[src/rtl/bus_pkg.sv]
// Shared constants for the datapath bus: source indices and arbitration modes.
package bus_pkg;
  localparam int R0_IDX  = 0,  R1_IDX  = 1,  R2_IDX  = 2,  R3_IDX  = 3;
  localparam int R4_IDX  = 4,  R5_IDX  = 5,  R6_IDX  = 6,  R7_IDX  = 7;
  localparam int R8_IDX  = 8,  R9_IDX  = 9,  R10_IDX = 10, R11_IDX = 11;
  localparam int R12_IDX = 12, R13_IDX = 13, R14_IDX = 14, R15_IDX = 15;
  localparam int HI_IDX  = 16, LO_IDX  = 17, ZHI_IDX = 18, ZLO_IDX = 19;
  localparam int PC_IDX  = 20, MDR_IDX = 21;

  localparam int NSRC_DEFAULT = 22;
  localparam int ARB_PRIORITY = 0;
  localparam int ARB_RR       = 1;

  function automatic int idx_w(input int n);
    return (n > 1) ? $clog2(n) : 1;
  endfunction
endpackage

[src/rtl/bus_arbiter_mux_if.sv]
// Source request/data bundle and registered bus outputs of bus_arbiter_mux.
interface bus_arbiter_mux_if #(
  parameter int WIDTH = 32,
  parameter int NSRC  = 22,
  parameter int CNT_W = 16
);
  logic [NSRC*WIDTH-1:0] src_data;
  logic [NSRC-1:0]       src_req;
  logic                  lock;
  logic                  conflict_clr;
  logic [WIDTH-1:0]      bus_out;
  logic                  bus_valid;
  logic [NSRC-1:0]       grant;
  logic                  conflict;
  logic                  conflict_sticky;
  logic [CNT_W-1:0]      xfer_count;

  modport master (
    output src_data, src_req, lock, conflict_clr,
    input  bus_out, bus_valid, grant, conflict, conflict_sticky, xfer_count
  );

  modport slave (
    input  src_data, src_req, lock, conflict_clr,
    output bus_out, bus_valid, grant, conflict, conflict_sticky, xfer_count
  );
endinterface

[src/rtl/bus_arbiter_mux_rr_arbiter.sv]
// Combinational winner select: highest-index priority, or round-robin after ptr
// with an optional lock that re-grants the current holder while it still requests.
module rr_arbiter
  import bus_pkg::*;
#(
  parameter int NSRC     = NSRC_DEFAULT,
  parameter int ARB_MODE = ARB_PRIORITY,
  localparam int IW      = idx_w(NSRC)
) (
  input  logic [NSRC-1:0] req,
  input  logic [IW-1:0]   ptr,
  input  logic            lock,
  input  logic [NSRC-1:0] cur_grant,
  output logic [NSRC-1:0] win,
  output logic [IW-1:0]   win_idx,
  output logic            found,
  output logic            held
);

  always_comb begin
    int j;
    j       = 0;
    win     = '0;
    win_idx = '0;
    found   = 1'b0;
    held    = 1'b0;
    if (ARB_MODE == ARB_PRIORITY) begin
      // later iterations overwrite, so the highest set index survives
      for (int i = 0; i < NSRC; i++) begin
        if (req[i]) begin
          win_idx = IW'(i);
          found   = 1'b1;
        end
      end
    end else if (lock && |(req & cur_grant)) begin
      held  = 1'b1;
      found = 1'b1;
      for (int i = 0; i < NSRC; i++) begin
        if (cur_grant[i]) win_idx = IW'(i);
      end
    end else begin
      for (int k = 1; k <= NSRC; k++) begin
        j = (int'(ptr) + k) % NSRC;
        if (!found && req[j]) begin
          win_idx = IW'(j);
          found   = 1'b1;
        end
      end
    end
    if (found) win[win_idx] = 1'b1;
  end

endmodule

[src/rtl/bus_arbiter_mux.sv]
// Registered shared-bus mux: arbitrates NSRC sources, one cycle from request to bus_out.
// No backpressure; requests are not queued, so a losing source must re-request.
module bus_arbiter_mux
  import bus_pkg::*;
#(
  parameter int WIDTH     = 32,
  parameter int NSRC      = NSRC_DEFAULT,
  parameter int ARB_MODE  = ARB_PRIORITY,
  parameter int HOLD_LAST = 1,
  parameter int CNT_W     = 16
) (
  input logic             clk,
  input logic             clr,
  bus_arbiter_mux_if.slave bus
);

  localparam int IW = idx_w(NSRC);

  logic [IW-1:0]    ptr;
  logic [NSRC-1:0]  win;
  logic [IW-1:0]    win_idx;
  logic             found;
  logic             held;
  logic [WIDTH-1:0] win_dat;
  logic             multi;

  rr_arbiter #(
    .NSRC     (NSRC),
    .ARB_MODE (ARB_MODE)
  ) u_arb (
    .req       (bus.src_req),
    .ptr       (ptr),
    .lock      (bus.lock),
    .cur_grant (bus.grant),
    .win       (win),
    .win_idx   (win_idx),
    .found     (found),
    .held      (held)
  );

  assign win_dat = bus.src_data[int'(win_idx)*WIDTH +: WIDTH];
  // clearing the lowest set bit leaves something only if two or more were set
  assign multi   = |(bus.src_req & (bus.src_req - NSRC'(1)));

  always_ff @(posedge clk or posedge clr) begin
    if (clr) begin
      bus.bus_out         <= '0;
      bus.bus_valid       <= 1'b0;
      bus.grant           <= '0;
      bus.conflict        <= 1'b0;
      bus.conflict_sticky <= 1'b0;
      bus.xfer_count      <= '0;
      ptr                 <= IW'(NSRC - 1);
    end else begin
      bus.conflict <= multi;
      if (multi)                 bus.conflict_sticky <= 1'b1;
      else if (bus.conflict_clr) bus.conflict_sticky <= 1'b0;

      if (found) begin
        bus.bus_out    <= win_dat;
        bus.grant      <= win;
        bus.bus_valid  <= 1'b1;
        bus.xfer_count <= bus.xfer_count + CNT_W'(1);
        if (!held) ptr <= win_idx;
      end else begin
        bus.bus_valid <= 1'b0;
        bus.grant     <= '0;
        if (HOLD_LAST == 0) bus.bus_out <= '0;
      end
    end
  end

  a_grant_onehot: assert property (@(posedge clk) disable iff (clr) $onehot0(bus.grant));

endmodule

[src/flat_wrapper.sv]
// flat-port wrapper written by rule: the top's interface ports become plain ports
module bus_arbiter_mux_flat import bus_pkg::*;
#(
  parameter int WIDTH     = 32,
  parameter int NSRC      = NSRC_DEFAULT,
  parameter int ARB_MODE  = ARB_PRIORITY,
  parameter int HOLD_LAST = 1,
  parameter int CNT_W     = 16
)
  (clk, clr, bus_src_data, bus_src_req, bus_lock, bus_conflict_clr, bus_bus_out, bus_bus_valid, bus_grant, bus_conflict, bus_conflict_sticky, bus_xfer_count);
  bus_arbiter_mux_if #(.WIDTH(WIDTH), .NSRC(NSRC), .CNT_W(CNT_W)) bus_i ();
  input logic clk;
  input logic clr;
  input wire logic [$bits(bus_i.src_data)-1:0] bus_src_data;
  input wire logic [$bits(bus_i.src_req)-1:0] bus_src_req;
  input wire logic [$bits(bus_i.lock)-1:0] bus_lock;
  input wire logic [$bits(bus_i.conflict_clr)-1:0] bus_conflict_clr;
  output wire logic [$bits(bus_i.bus_out)-1:0] bus_bus_out;
  output wire logic [$bits(bus_i.bus_valid)-1:0] bus_bus_valid;
  output wire logic [$bits(bus_i.grant)-1:0] bus_grant;
  output wire logic [$bits(bus_i.conflict)-1:0] bus_conflict;
  output wire logic [$bits(bus_i.conflict_sticky)-1:0] bus_conflict_sticky;
  output wire logic [$bits(bus_i.xfer_count)-1:0] bus_xfer_count;
  assign bus_i.src_data = bus_src_data;
  assign bus_i.src_req = bus_src_req;
  assign bus_i.lock = bus_lock;
  assign bus_i.conflict_clr = bus_conflict_clr;
  assign bus_bus_out = bus_i.bus_out;
  assign bus_bus_valid = bus_i.bus_valid;
  assign bus_grant = bus_i.grant;
  assign bus_conflict = bus_i.conflict;
  assign bus_conflict_sticky = bus_i.conflict_sticky;
  assign bus_xfer_count = bus_i.xfer_count;
  bus_arbiter_mux #(.WIDTH(WIDTH), .NSRC(NSRC), .ARB_MODE(ARB_MODE), .HOLD_LAST(HOLD_LAST), .CNT_W(CNT_W)) u_core (.clk(clk), .clr(clr), .bus(bus_i));
endmodule
[config.mk]
export PLATFORM = sky130hd
export DESIGN_NAME = bus_arbiter_mux_flat
export DESIGN_NICKNAME = d
export VERILOG_FILES = /design/src/rtl/bus_pkg.sv /design/src/rtl/bus_arbiter_mux_if.sv /design/src/rtl/bus_arbiter_mux_rr_arbiter.sv /design/src/rtl/bus_arbiter_mux.sv /design/src/flat_wrapper.sv
export SDC_FILE = /design/constraint.sdc
export NUM_CORES = 1
export LEC_CHECK = 0
export BUFFER_PORTS_ARGS = -buffer_cell sky130_fd_sc_hd__buf_2
export CELL_PAD_IN_SITES_DETAIL_PLACEMENT = 1
export CELL_PAD_IN_SITES_GLOBAL_PLACEMENT = 1
export CORE_AREA = 5 5 305 307
export DETAILED_ROUTE_END_ITERATION = 16
export DIE_AREA = 0 0 310 312
export PLACE_DENSITY = 0.36
export SLEW_MARGIN = 40
export SYNTH_ARGS = -nofsm -noshare
export SYNTH_HDL_FRONTEND = slang
export SYNTH_SLANG_ARGS = --single-unit
[constraint.sdc]
create_clock -name clk -period 2.2 [get_ports clk]
set_input_delay 0.11 -clock clk [delete_from_list [all_inputs] [get_ports clk]]
set_output_delay 0.11 -clock clk [all_outputs]
set_load 0.05 [all_outputs]
==> metrics.txt, run 1 <==
setup ws final -0.212 ns; post-synthesis mux area share 0.120; die area slightly below 0.1 mm²; Leak between 8 and 9 nW; outcome complete, but fails checks; CP Max Fanout 10; largest family of logic cells by synthesized area compound AO/OA/AOI/OAI gates; EDFF count, synth 0; Pre-Repair DR Iteration Count 6; Mapped Cells approximately 1100; Core Region ~0.09 mm²; xor/xnor share of the synthesized area 0.0152; Post-synth ARST share 1.00; Vias ~14000; WL final ~98000 µm; Starting DRT DRC Count between 800 and 900; most used cell, CP buf_4; Setup Skew approximately 0.0061 ns; IO Count approximately 800; Crit path largest cell delay 0.55 ns; maximum clock rate 415 MHz; crit path time final 2.41 ns; fin crit share 1.10; post-DP HPWL just over 80000 µm; mean post-synth cell area roughly 7.6 µm²; type of origin of the critical path primary input; Die Wd between 300 and 400 µm; simple logic cell fraction of the synthesized area 0.182; failing checks negative setup slack; synthesized cell area roughly 0.0087 mm²; cells taking the most area after synthesis dfrtp_1, mux2i_1, nand2_1; crit end category register; fin. max-slew vios 0; WP data required 2.46 ns; Net Count, Synth roughly 1900; DR WL/cell between 20 and 30 µm; area grow syn2layout 115%; worst-margin pin slew 0.751 ns; Worst VDD drop 0.000426 V; synth unique cells 70; total CTS buffers 9; Most used DFF post-synth dfrtp_1; Min Hold Slack approximately 0.055 ns; area share of fa/ha/maj cells after synthesis 0.00491; critical path's slowest cell a222oi_1; # H-tree levels 3; count of final hold-check violations 0; fill count about 11000; total of max-cap violations 0; global placer's final weighted congestion roughly 0.87; Rows 110; Layout Cells excl Fill approximately 3400; nets just under 3000; vias in the first global route between 15000 and 20000; number of I/O port buffers ~800; Clock Latency Late Sink approximately 0.38 ns; largest net degree at the start of global routing 39; Seq cells post-synth between 70 and 80; Synth Area in Compound Gates 0.398; Clock transition at path regs around 0.070 ns; placed insts 3280; Die Ht ~310 µm; # DRC 0; CTS Root Cell clkbuf_16; gr usage total 0.191; initial antenna violation count 36; hold crit path type primary input to register; kind of critical path primary input to register; Vias/cell roughly 4.3; worst path cell trace buf_6 > nand2b_4 > a2111o_1 > and3_4 > o211a_4 > buf_4 > a222oi_1 > buf_4 > o211ai_1 > o221a_1; CTS tree yes; register area share after synthesis 0.211; Clock Path Buffers 2; Clock Sinks between 70 and 80; Syn. warnings 0; area share of the leading cell type in the synthesized netlist 0.211; setup violators final 31; fraction of layout cells with a size suffix above 1 0.615; post-route ant nets 0; RSZ-0062 raised after global routing yes; PD cells between 300 and 400 mW/mm²; initial core utilization 0.0965; WP data arrival ~2.7 ns; gr ovfl total 0; Worst slew margin 0.499; area leader, netlist dfrtp_1; first-pass GRT wire length roughly 130000 µm
[path summary, 6_finish.rpt]
path	slack, ns	start	end	cells past startpoint
worst max-delay path	-0.21	bus_src_req[2]	u_core.bus.bus_out[21]$_DFFE_PP0P_	10
worst min-delay path	0.05	bus_src_data[639]	u_core.bus.bus_out[31]$_DFFE_PP0P_	3
worst max register to register	0.65	u_core.bus.xfer_count[0]$_DFFE_PP0P_	u_core.bus.xfer_count[12]$_DFFE_PP0P_	5
worst min register to register	0.48	u_core.bus.conflict_sticky$_DFFE_PP0P_	u_core.bus.conflict_sticky$_DFFE_PP0P_	1
max in group asynchronous	1.09	clr	u_core.bus.bus_out[15]$_DFFE_PP0P_	4
min in group asynchronous	0.36	clr	u_core.bus.bus_valid$_DFF_PP0_	3
[sequential cells by signal, summed over array words and instances (netlist names)]
register	flops
u_core.bus.conflict	1
u_core.bus.xfer_count	16
u_core.bus.grant	22
u_core.bus.bus_valid	1
u_core.bus.conflict_sticky	1
u_core.bus.bus_out	32
[cell usage after synthesis (5+ instances only)]
cell type,n
a21oi_1,107
a222oi_1,14
xor2_1,5
o221a_1,12
o221ai_1,25
o21ai_0,51
a2bb2oi_1,7
o211a_1,13
nand4_1,7
buf_6,6
nand2_1,173
o221a_2,17
a22oi_1,16
nor2_1,69
mux2i_1,97
and3_1,17
nor2b_1,5
dfrtp_1,73
o22ai_1,23
buf_2,29
buf_1,7
a211oi_1,17
a221o_1,48
xnor2_1,10
nand3_1,33
buf_4,10
inv_1,9
clkbuf_1,66
o2111ai_1,9
o211ai_1,53
a221oi_1,13
nor3_1,23
[area by class of cell]
cell class	instances	area (µm²)	share of cell area
Clock inverter	7	82.6	0.00444
Antenna cell	11	27.5	0.00148
Sequential cell	73	1830	0.0982
Multi-Input combinational cell	937	7210	0.387
Inverter	10	40.0	0.00215
Tap cell	1176	1470	0.0791
Clock buffer	9	225	0.0121
Timing Repair Buffer	1152	7730	0.415
[per-layer routing]
metal  global-route usage  part of all wire  vias to the layer above
met1                0.228              0.40                     7119
met2                0.358              0.52                      628
met3               0.0379             0.060                       85
met5                    0            0.0012                        -
li1                     -                 -                     6578
met4               0.0351             0.015                       16
[layout by cell type (no fill, tap or decap), types with 15 or more instances in the layout]
cell / synthesis / routed
buf_6: 6 / 35
buf_2: 29 / 793
nor2_1: 69 / 58
a221o_1: 48 / 48
buf_12: 0 / 54
o21ai_0: 51 / 43
a21oi_1: 107 / 98
dfrtp_1: 73 / 73
nand3_1: 33 / 31
o211ai_1: 53 / 53
a22oi_1: 16 / 16
and3_1: 17 / 15
buf_4: 10 / 251
nand2_1: 173 / 168
o221a_2: 17 / 17
mux2i_1: 97 / 75
[power by group]
part	leakage (nW)	internal, mW	total [mW]	switching, mW
Clock	0.145	0.903	1.73	0.826
Sequential	0.928	1.42	1.49	0.0681
Combinational	7.57	1.68	3.68	2.00
Total	8.65	4.01	6.90	2.89
[critical path, delay by kind of cell]
family	cells	cell delay [ns]
AO/OA/AOI/OAI	5	1.66
buffers and inverters	3	0.54
AND/OR/NAND/NOR	2	0.35
[repair_timing]
action | in CTS | in global routing
hold buffers | 2 | 0
pin swaps | 68 | 70
gates resized for setup | 134 | 116
endpoints found under the hold margin | 36 | 0
gates cloned | 6 | 2
endpoints found under the setup margin | 32 | 35
setup buffers | 48 | 18
[metrics by stage]
step	worst slack [ns]	power, mW	TNS (ns)	util	area [µm²]
finish	-0.212	6.90	-2.58	0.207	18600
global route	-0.208	7.26	-4.09	0.207	18600
CTS	-0.225	6.92	-3.47	0.200	17900
detailed placement	-0.899	4.78	-26.83	0.182	16300
global placement	-1.11	4.79	-27.10	0.181	16300
floorplan	-0.0286	2.79	-0.288	-	8710
[cells by family after synthesis]
| family | after synthesis |
|---|---|
| compound gates | 459 |
| xor+xnor | 15 |
| fa+ha+maj | 4 |
| buf+inv | 128 |
| flops | 73 |
| mux | 102 |
| simple gates | 357 |
No activity file was read; power rests on OpenSTA's default activity.
==> run 2: changes to the inputs <==
--- a/config.mk
+++ b/config.mk
@@ -6,9 +6,11 @@
 export NUM_CORES = 1
 export LEC_CHECK = 0
 export BUFFER_PORTS_ARGS = -buffer_cell sky130_fd_sc_hd__buf_2
+export CAP_MARGIN = 0
 export CELL_PAD_IN_SITES_DETAIL_PLACEMENT = 1
 export CELL_PAD_IN_SITES_GLOBAL_PLACEMENT = 1
 export CORE_AREA = 5 5 305 307
+export CTS_BUF_LIST = sky130_fd_sc_hd__clkbuf_4 sky130_fd_sc_hd__clkbuf_8
 export DETAILED_ROUTE_END_ITERATION = 16
 export DIE_AREA = 0 0 310 312
 export PLACE_DENSITY = 0.36
==> metrics.txt, run 2 (synthesized netlist as in run 1, its figures left out) <==
outcome complete, but fails checks; failing checks negative setup slack; total CTS buffers 9; area grow syn2layout 112%; crit path time final 2.34 ns; Clock Latency Late Sink roughly 0.43 ns; Pre-Repair DR Iteration Count 5; crit path buf inv count 3; # DRC 0; PD cells around 350 mW/mm²; register with the most flip-flops u_core.bus.bus_out; largest net degree at the start of global routing 39; Vias/cell about 4.3; Vias 14400; first-pass GRT wire length around 130000 µm; kind of critical path primary input to register; critical path's slowest cell a222oi_1; Starting DRT DRC Count ~760; initial antenna violation count 39; vias in the first global route approximately 16000; post-DP HPWL ~83000 µm; CTS Root Cell clkbuf_8; type of origin of the critical path primary input; WL final between 90000 and 100000 µm; die area 0.0967 mm²; count of final hold-check violations 0; worst path cell trace buf_2 > o41a_1 > o2111a_2 > or2_4 > buf_12 > a222oi_1 > buf_4 > o211ai_1 > o221a_1; Clock Path Buffers 2; Die Wd between 300 and 400 µm; RSZ-0062 raised after global routing yes; CP Max Fanout 5; initial core utilization 0.0965; WP data required around 2.5 ns; Rows 110; Leak around 8.6 nW; Core Region between 0.08 and 0.09 mm²; hold crit path type primary input to register; DR WL/cell between 20 and 30 µm; Clock Sinks 73; most frequent cells in the layout buf_2, buf_4, nand2_1; maximum clock rate 427 MHz; CTS tree yes; number of I/O port buffers ~800; placed insts about 3300; gr usage total 0.190; Fin Setup TNS -1.42 ns; post-route ant nets 0; most common cell after layout, fill and taps aside buf_2; fin. max-slew vios 0; fin crit share 1.06; total of max-cap violations 0; crit end category register; Layout Cells excl Fill roughly 3400; IO Count between 800 and 900; max reg flops 32; Worst VDD drop roughly 0.00034 V; Setup Skew 0.00757 ns; worst-margin pin slew around 0.75 ns; Die Ht ~310 µm; Worst slew margin 0.499; WP data arrival approximately 2.7 ns; gr ovfl total 0; fraction of layout cells with a size suffix above 1 0.609; cell family contributing the most delay on the critical path compound AO/OA/AOI/OAI gates; Clock transition at path regs approximately 0.1 ns; nets slightly below 3000; # H-tree levels 3; global placer's final weighted congestion approximately 0.87; setup ws final -0.142 ns; setup violators final 24; Largest regs u_core.bus.bus_out: 32 flops, u_core.bus.grant: 22 flops, u_core.bus.xfer_count: 16 flops; Crit path largest cell delay 0.59 ns
run 2: cell types whose count changed in the layout (fill, tap and decap cells not counted), moves of 4 or more:
cell	change
buf_4	+15
diode_2	+4
clkbuf_8	+9
o221ai_1	+4
buf_12	-10
a21oi_2	+9
o221ai_2	-4
a21oi_1	-9
clkbuf_16	-7
mux2i_1	+5
o22ai_2	-4
run 2: cell type report:
cell class | count | area (µm²)
inverters | 10 | 40.0
diodes | 15 | 37.5
multi-input cells | 937 | 7060
fillers | 10800 | 71400
clock buffers | 9 | 124
flip-flops and latches | 73 | 1830
clock inverters | 7 | 82.6
repair buffers | 1164 | 7730
well taps | 1176 | 1470
run 2: per-layer routing:
| metal | routed length (µm) | track usage |
|---|---|---|
| met1 | 40000 | 0.224 |
| met2 | 51000 | 0.355 |
| met3 | 5900 | 0.0375 |
| met4 | 1940 | 0.0386 |
| met5 | 115 | 0 |
run 2: metrics by stage:
step / instance area, µm² / power [mW] / util / hold slack [ns] / setup slack (ns)
floorplan: 8710 / 2.79 / - / 0.180 / -0.0286
global placement: 16300 / 4.79 / 0.181 / 0.241 / -1.11
detailed placement: 16300 / 4.78 / 0.182 / 0.240 / -0.899
CTS: 17400 / 6.45 / 0.194 / 0.0270 / -0.150
global route: 18400 / 6.88 / 0.205 / 0.0608 / -0.147
finish: 18400 / 6.51 / 0.205 / 0.0817 / -0.142
run 2: worst paths after layout:
check                      slack, ns                                   from                                    end  depth (start not counted)
max                            -0.14                         bus_src_req[7]     u_core.bus.bus_out[21]$_DFFE_PP0P_                          9
min                             0.08                        bus_src_req[21]         u_core.bus.grant[20]$_DFF_PP0_                          3
max reg2reg                     0.65   u_core.bus.xfer_count[0]$_DFFE_PP0P_  u_core.bus.xfer_count[12]$_DFFE_PP0P_                          5
min reg2reg                     0.49  u_core.bus.xfer_count[15]$_DFFE_PP0P_  u_core.bus.xfer_count[15]$_DFFE_PP0P_                          1
max in group asynchronous       1.13                                    clr     u_core.bus.bus_out[12]$_DFFE_PP0P_                          4
min in group asynchronous       0.31                                    clr         u_core.bus.bus_valid$_DFF_PP0_                          3
run 2: repair_timing:
item | CTS | global route
setup endpoints to repair | 31 | 34
hold buffers | 5 | 0
endpoints found under the hold margin | 39 | 0
pin swaps | 59 | 66
resized for setup | 92 | 129
cloned | 4 | 5
setup buffers | 38 | 34
run 2: report_power, final:
part	switching, mW	internal (mW)
sequential	0.0673	1.42
combinational	2.01	1.68
clock	0.781	0.545
total	2.86	3.65
run 2: tightest hold or removal path, cell delays in order:
cell and delay, ns:
buf_2 0.10, buf_4 0.18, nor2b_1 0.08
